--- config.mk ---
export PLATFORM = sky130hd
export DESIGN_NAME = sd_block_buffer_ctrl
export DESIGN_NICKNAME = d
export VERILOG_FILES = /design/src/rtl/sd_block_buffer_ctrl.sv
export SDC_FILE = /design/constraint.sdc
export NUM_CORES = 1
export LEC_CHECK = 0
export ABC_AREA = 1
export CORE_MARGIN = 4
export CORE_UTILIZATION = 42
export DETAILED_ROUTE_END_ITERATION = 10
export MAX_ROUTING_LAYER = met4
export PLACE_DENSITY_LB_ADDON = 0.08
export SLEW_MARGIN = 30
export SYNTH_ARGS = -nofsm -noshare
export SYNTH_HDL_FRONTEND = slang
export SYNTH_SLANG_ARGS = --single-unit
export TNS_END_PERCENT = 30
--- constraint.sdc ---
create_clock -name clk -period 2.9 [get_ports clk]
set_clock_uncertainty 0.05 [all_clocks]
set_input_delay 0.29 -clock clk [delete_from_list [all_inputs] [get_ports clk]]
set_output_delay 0.29 -clock clk [all_outputs]
set_load 0.1 [all_outputs]
--- src/rtl/sd_block_buffer_ctrl.sv ---
// Buffers one SD block: fills memory from the SPI byte stream, then drains it
// downstream in write order through a registered-output memory bank.
module sd_block_buffer_ctrl #(
  parameter int DATA_WIDTH = 8,
  parameter int DEPTH      = 512,
  parameter int ADDR_W     = $clog2(DEPTH)
) (
  input  logic                  clk,
  input  logic                  rst_n,
  input  logic                  start,
  input  logic                  abort,
  input  logic [DATA_WIDTH-1:0] in_data,
  input  logic                  in_valid,
  output logic                  in_ready,
  output logic [ADDR_W-1:0]     mem_addr,
  output logic                  mem_write,
  output logic                  mem_read,
  output logic [DATA_WIDTH-1:0] mem_wdata,
  input  logic [DATA_WIDTH-1:0] mem_rdata,
  output logic [DATA_WIDTH-1:0] out_data,
  output logic                  out_valid,
  input  logic                  out_ready,
  output logic                  busy,
  output logic                  block_done
);

  typedef enum logic [2:0] {
    S_IDLE, S_FILL, S_DRAIN_RD, S_DRAIN_OUT, S_DONE
  } state_t;

  localparam logic [ADDR_W-1:0] LAST = ADDR_W'(DEPTH - 1);

  state_t            r_state;
  logic [ADDR_W-1:0] r_cnt;
  logic              w_in_xfer;

  // abort suppresses the write and the count in the same cycle
  assign w_in_xfer = (r_state == S_FILL) && in_valid && !abort;

  always_ff @(posedge clk or negedge rst_n) begin
    if (!rst_n) begin
      r_state <= S_IDLE;
      r_cnt   <= '0;
    end else if (abort) begin
      r_state <= S_IDLE;
      r_cnt   <= '0;
    end else begin
      case (r_state)
        S_IDLE: if (start) begin
          r_state <= S_FILL;
          r_cnt   <= '0;
        end
        S_FILL: if (w_in_xfer) begin
          if (r_cnt == LAST) begin
            r_cnt   <= '0;
            r_state <= S_DRAIN_RD;
          end else begin
            r_cnt <= r_cnt + 1'b1;
          end
        end
        S_DRAIN_RD: r_state <= S_DRAIN_OUT;
        S_DRAIN_OUT: if (out_ready) begin
          if (r_cnt == LAST) begin
            r_cnt   <= '0;
            r_state <= S_DONE;
          end else begin
            r_cnt   <= r_cnt + 1'b1;
            r_state <= S_DRAIN_RD;
          end
        end
        S_DONE:  r_state <= S_IDLE;
        default: r_state <= S_IDLE;
      endcase
    end
  end

  // Memory data_out only changes on a read, so out_data holds through a stall.
  assign in_ready   = (r_state == S_FILL) && !abort;
  assign mem_write  = w_in_xfer;
  assign mem_wdata  = (r_state == S_FILL) ? in_data : '0;
  assign mem_read   = (r_state == S_DRAIN_RD);
  assign mem_addr   = r_cnt;
  assign out_valid  = (r_state == S_DRAIN_OUT);
  assign out_data   = (r_state == S_DRAIN_OUT) ? mem_rdata : '0;
  assign busy       = (r_state != S_IDLE);
  assign block_done = (r_state == S_DONE);

endmodule

==> results of run 1 <==
-- area by class of cell --
| type | count | area (um2) |
|---|---|---|
| tap | 28 | 35.0 |
| clock buffer | 4 | 36.3 |
| inverter | 33 | 124 |
| sequential | 12 | 300 |
| fill | 196 | 756 |
| multi-input combinational | 107 | 582 |
| timing repair buffer | 52 | 443 |
-- worst min path at each step --
stage	endpoint	start	cells after the start	slack, ns
floorplan	mem_addr[0]	rst_n	0	-0.06
global placement	mem_addr[8]	mem_addr[8]	2	0.47
detailed placement	mem_addr[8]	mem_addr[8]	2	0.47
CTS	mem_addr[6]	rst_n	1	0.33
global route	mem_addr[6]	rst_n	1	0.36
finish	mem_addr[5]	rst_n	1	0.32
-- kinds of logic after synthesis --
group                    after synthesis
buffers and inverters                 36
adder cells (fa/ha/maj)                2
AND/OR/NAND/NOR                       95
AO/OA/AOI/OAI                         10
flip-flops                            12
-- cell usage after synthesis (2+ instances only) --
| library cell | count | area (um2) |
|---|---|---|
| dfrtp_1 | 12 | 300 |
| o21ai_2 | 3 | 26.3 |
| nand2_4 | 2 | 22.5 |
| nor2_1 | 33 | 124 |
| nand2_2 | 2 | 12.5 |
| nor2_4 | 3 | 33.8 |
| ha_1 | 2 | 25.0 |
| inv_2 | 4 | 15.0 |
| o21ai_1 | 2 | 10.0 |
| o21ai_0 | 3 | 15.0 |
| nand2_1 | 29 | 109 |
| nand3_2 | 9 | 90.1 |
| inv_1 | 29 | 109 |
| nor3_1 | 3 | 15.0 |
| nand3_1 | 12 | 60.1 |
-- flip-flops by register name (all words and copies together), names as in the netlist --
signal	flops
r_state	3
mem_addr	9
-- power breakdown --
| group | internal (mW) | switching [mW] | total (mW) |
|---|---|---|---|
| sequential | 0.191 | 0.0378 | 0.228 |
| combinational | 0.235 | 0.995 | 1.23 |
| clock | 0.0764 | 0.0623 | 0.139 |
| total | 0.502 | 1.10 | 1.60 |
-- critical path, delay by kind of cell, from the launching register on --
family | cells | cell delay (ns)
flip-flops | 1 | 0.43
adder cells (fa/ha/maj) | 2 | 0.44
AND/OR/NAND/NOR | 7 | 0.60
AO/OA/AOI/OAI | 1 | 0.19
buffers and inverters | 2 | 0.27
-- per-layer routing --
layer,wire length [um],GRT usage,vias up,part of all wire
met4,31,0.0596,0,0.011
met1,1210,0.231,486,0.44
met2,1250,0.276,47,0.45
met5,0,-,-,0
met3,282,0.0362,5,0.10
li1,-,-,580,-
-- through the flow --
step / total power, mW / util / std cells
3_3_place_gp: 1.46 / 0.652 / 232
4_1_cts: 1.60 / 0.668 / 236
6_report: 1.60 / 0.668 / 236
2_1_floorplan: 1.25 / - / 155
5_1_grt: 1.67 / 0.668 / 236
3_5_place_dp: 1.46 / 0.652 / 232
==> run metrics, run 1 <==
fin crit share 0.719; WP data required around 3.0 ns; pre-CTS WS 0.731 ns; Synth Area in Compound Gates 0.0646; register area share after synthesis 0.292; Die Y 57.5 um; max frequency around 480 MHz; Max Slew Vio Count 0; most common cell after layout, fill and taps aside nor2_1; Critical Path Start Type register; Die Wd 57.5 um; DIE AREA 3300 um2; Placement Rows 17; synthesized cell area 1030 um2; Synth Register Bits 12; Placed Area 1480 um2; Worst Setup SP mem_addr[0]; GP Congestion roughly 0.85; Reg2Reg Setup Slack 0.81 ns; dpl hpwl 2.34 mm; pwr dens about 1100 nW/um2; Post-Synth XOR/XNOR Area 0; initial DRC count 68; Post-synth EDFFs 0; root buffer cell clkbuf_4; VDD IR-drop max 0.00115 V; RSZ-0062 raised after global routing no; CTS clk-pin slew, worst paths 0.08 ns; H-Tree Depth 1; Remaining DRCs 0; DRT Wirelength ~2.8 mm; Clock Tree Buf Depth 2; Fin. Hold Viols 0; syn_nets 179; worst slew pin tran roughly 0.57 ns; CTS tree done; average cell area after synthesis 6.63 um2; Final Net Count 233; vias 1118; most frequent cells in the layout 33 x nor2_1, 31 x buf_4, 29 x nand2_1, 29 x inv_1, 21 x clkdlybuf4s50_1; max-cap violations 0; R2R depth 12; final number of setup-violating endpoints 0; initial antenna violation count 0; Num CTS Buffers 3; # diodes 0; post-CTS setup buffer count 0; crit-path max FO 7; Slowest-stage cell, CP dfrtp_1; Worst-Skew Late Latency 0.28 ns; post-route worst setup slack 0.815 ns; CTS sink cnt 12; DRT antenna net count 0; port buffer count 52; simple logic cell fraction of the synthesized area 0.473; Reg-to-Reg End r_state[1]; Layout area overhead 48.0%; Hold WC Path Type in2async; CP arrival between 2 and 2.5 ns; crit path to r_state[1]; Post-Synth Adder-Cell Area 0.0244; cell count after synthesis 155; post-route cell area between 1500 and 2000 um2; mux cell area share after synthesis 0; CTS hold repair buffers 0; drt pass-1 iters 4; # resized after CTS 0; leakage between 0.8 and 0.9 nW; share of cells above drive strength 1 0.288; IO Pins 53; Tmin final 2.09 ns; Yosys warning total 0; main combinational cell family by area after synthesis simple AND/OR/NAND/NOR gates; Rel. slew slack 0.621; Crit Path Class reg2reg; first-pass GRT wire length between 4 and 5 mm; Setup TNS 0 ns; DR vias/cell 4.74; Starting Density 0.451; WL/cell 11.8 um; total gr overflow 0; hold slack 0.321 ns; status completed; Post-synth ARST share 1.00; Yosys cell types 22; largest net degree at the start of global routing 14; crit path cell chain ha_1 -> nand2_1 -> inv_1 -> nand3_1 -> nor2_1 -> ha_1 -> inv_1 -> nand3_1 -> o21ai_1 -> nor2_1 -> nand3_1 -> nand2_1; slowest cell delay on critical path 0.43 ns; total global-route track usage 0.178; vias in the first global route approximately 1.1k; CP dominant cell by count nand3_1; R2R Path Start mem_addr[0]; dominant register cell in the synthesized netlist dfrtp_1; core area 2280 um2; Worst setup EP type register
No activity file was read; power rests on OpenSTA's default activity.
==> run 2: changes to the inputs <==
- CORE_UTILIZATION: 42 -> 36
- clock period: 2.9 -> 1.8 ns (I/O delays scaled with it)
==> run metrics, run 2 (same netlist as run 1, synthesis figures left out) <==
H-Tree Depth 1 (unchanged); GP Congestion 0.916 (was 0.855); DIE AREA 3770 um2 (was 3300 um2); area of the multi-input gates 704 um2 (was 582 um2); max frequency 568 MHz; WL/cell 13.8 um (was 11.8 um); vias 1260 (was 1118); register area 324 um2 (was 300 um2); worst slew pin tran 0.577 ns (was 0.567 ns); Starting Density 0.376 (was 0.451); Num CTS Buffers 3 (unchanged); initial DRC count 43 (was 68); Final Net Count 249 (was 233); root buffer cell clkbuf_4 (unchanged); pwr dens 1550 nW/um2 (was 1050 nW/um2); port buffer count 52 (unchanged); Inst Count DP 245 (was 232); Hold WC Path Type in2async (unchanged); status completed (unchanged); share of cells above drive strength 1 0.496 (was 0.288); RSZ-0062 raised after global routing yes (was no); final number of setup-violating endpoints 0 (unchanged); CTS clk-pin slew, worst paths 0.08 ns (about the same); drt pass-1 iters 4 (unchanged); CP arrival 1.53 ns (was 2.21 ns); Max Slew Vio Count 0 (unchanged); vias in the first global route 1178 (was 1064); max-cap violations 0 (unchanged); DRT Wirelength 3.52 mm (was 2.77 mm); Worst-Skew Late Latency 0.28 ns (about the same); Setup TNS 0 ns (unchanged); DR vias/cell 4.94 (was 4.74); CTS hold repair buffers 0 (unchanged); largest net degree at the start of global routing 13 (was 14); Tmin final 1.76 ns; CTS sink cnt 12 (unchanged); Fin. Hold Viols 0 (unchanged); most common cell after layout, fill and taps aside buf_12 (was nor2_1); Remaining DRCs 0 (unchanged); post-layout util 0.795 (was 0.668); IO Pins 53 (unchanged); Placement Rows 19 (was 17); Final Non-Filler Cells 255 (was 236); Critical Path Start Type register (unchanged); fin crit share 0.978; # diodes 0 (unchanged); Rel. slew slack 0.614 (was 0.621); crit-path max FO 10 (was 7); Worst setup EP type output pin (was register); Clock Tree Buf Depth 2 (unchanged); initial antenna violation count 0 (unchanged); dpl hpwl 2.72 mm (was 2.34 mm); max FFs per register 9 (unchanged); Crit Path Class reg2out (was reg2reg); total power 3.37 mW (was 1.60 mW); VDD IR-drop max 0.00158 V (was 0.00115 V); Die Wd 61.4 um (was 57.5 um); total global-route track usage 0.195 (was 0.178); DRT antenna net count 0 (unchanged); Die Y 61.4 um (was 57.5 um); leakage 0.979 nW (was 0.817 nW); first-pass GRT wire length 5.33 mm (was 4.66 mm); Layout area overhead 111% (was 48.0%); WP data required 1.57 ns (was 3.02 ns); most frequent cells in the layout 30 x buf_12, 27 x nand2_1, 26 x inv_1 (was 33 x nor2_1, 31 x buf_4, 29 x nand2_1, 29 x inv_1, 21 x clkdlybuf4s50_1); CTS tree done (unchanged); total gr overflow 0 (unchanged); Fill cells 179 (was 196); core area 2730 um2 (was 2280 um2)
[run 2: cell count changes in the layout (fill, tap and decap cells not counted), sizes merged]
cell  previous run  this run
buf             31        47
[run 2: layer usage]
metal  wire length (um)  part of all wire  global-route usage  up-vias
li1                   -                 -                   -      616
met5                  0                 0                   -        -
met4                 73             0.021              0.0606        0
met3                244             0.069              0.0398       11
met1               1440              0.41               0.247      582
met2               1760              0.50               0.313       51
[run 2: final timing paths]
check,start,endpoint,slack (ns),cells after the start
hold reg to reg,mem_addr[7],mem_addr[7],0.49,2
setup / recovery,r_state[2],mem_write,0.04,5
hold / removal,rst_n,mem_addr[8],0.21,1
max in group asynchronous,rst_n,mem_addr[1],1.05,1
min in group clk,mem_addr[7],mem_addr[7],0.49,2
setup reg to reg,mem_addr[1],r_state[1],0.04,12
[run 2: stage by stage]
stage	hold WS (ns)	cell area (um2)	setup slack, ns
2_1_floorplan	-0.166	1120	-0.438
3_3_place_gp	0.464	2010	0.0117
3_5_place_dp	0.471	2010	-0.0457
4_1_cts	0.227	2100	0.000348
5_1_grt	0.234	2170	-0.0683
6_report	0.209	2170	0.0398
[run 2: area by class of cell]
| type | count | area share |
|---|---|---|
| Clock buffer | 4 | 0.0167 |
| Tap cell | 31 | 0.0179 |
| Inverter | 33 | 0.0582 |
| Timing Repair Buffer | 68 | 0.434 |
| Multi-Input combinational cell | 107 | 0.324 |
| Sequential cell | 12 | 0.149 |
[run 2: what timing repair did]
action                                  4_1_cts  5_1_grt
gates resized for setup                       4       14
pin swaps                                     3        6
endpoints found under the setup margin       13       15
buffers inserted                              4        2
[run 2: report_power, final]
| part | internal [mW] | total (mW) | switching (mW) |
|---|---|---|---|
| registers | 0.318 | 0.369 | 0.0506 |
| logic | 0.930 | 2.78 | 1.85 |
| clock network | 0.123 | 0.221 | 0.0975 |
| total | 1.37 | 3.37 | 2.00 |
[run 2: worst max-delay path: stages (launching register included)]
cell and delay (ns):
dfrtp_1 0.43, nor2_4 0.19, nand2_2 0.09, buf_6 0.18, nor3_4 0.15, buf_12 0.20
==> run 3: changes to the inputs <==
- SLEW_MARGIN: 30 -> 40
==> results of run 3 <==
Same layout as run 2: the final DEF is identical, and so are final timing and power.
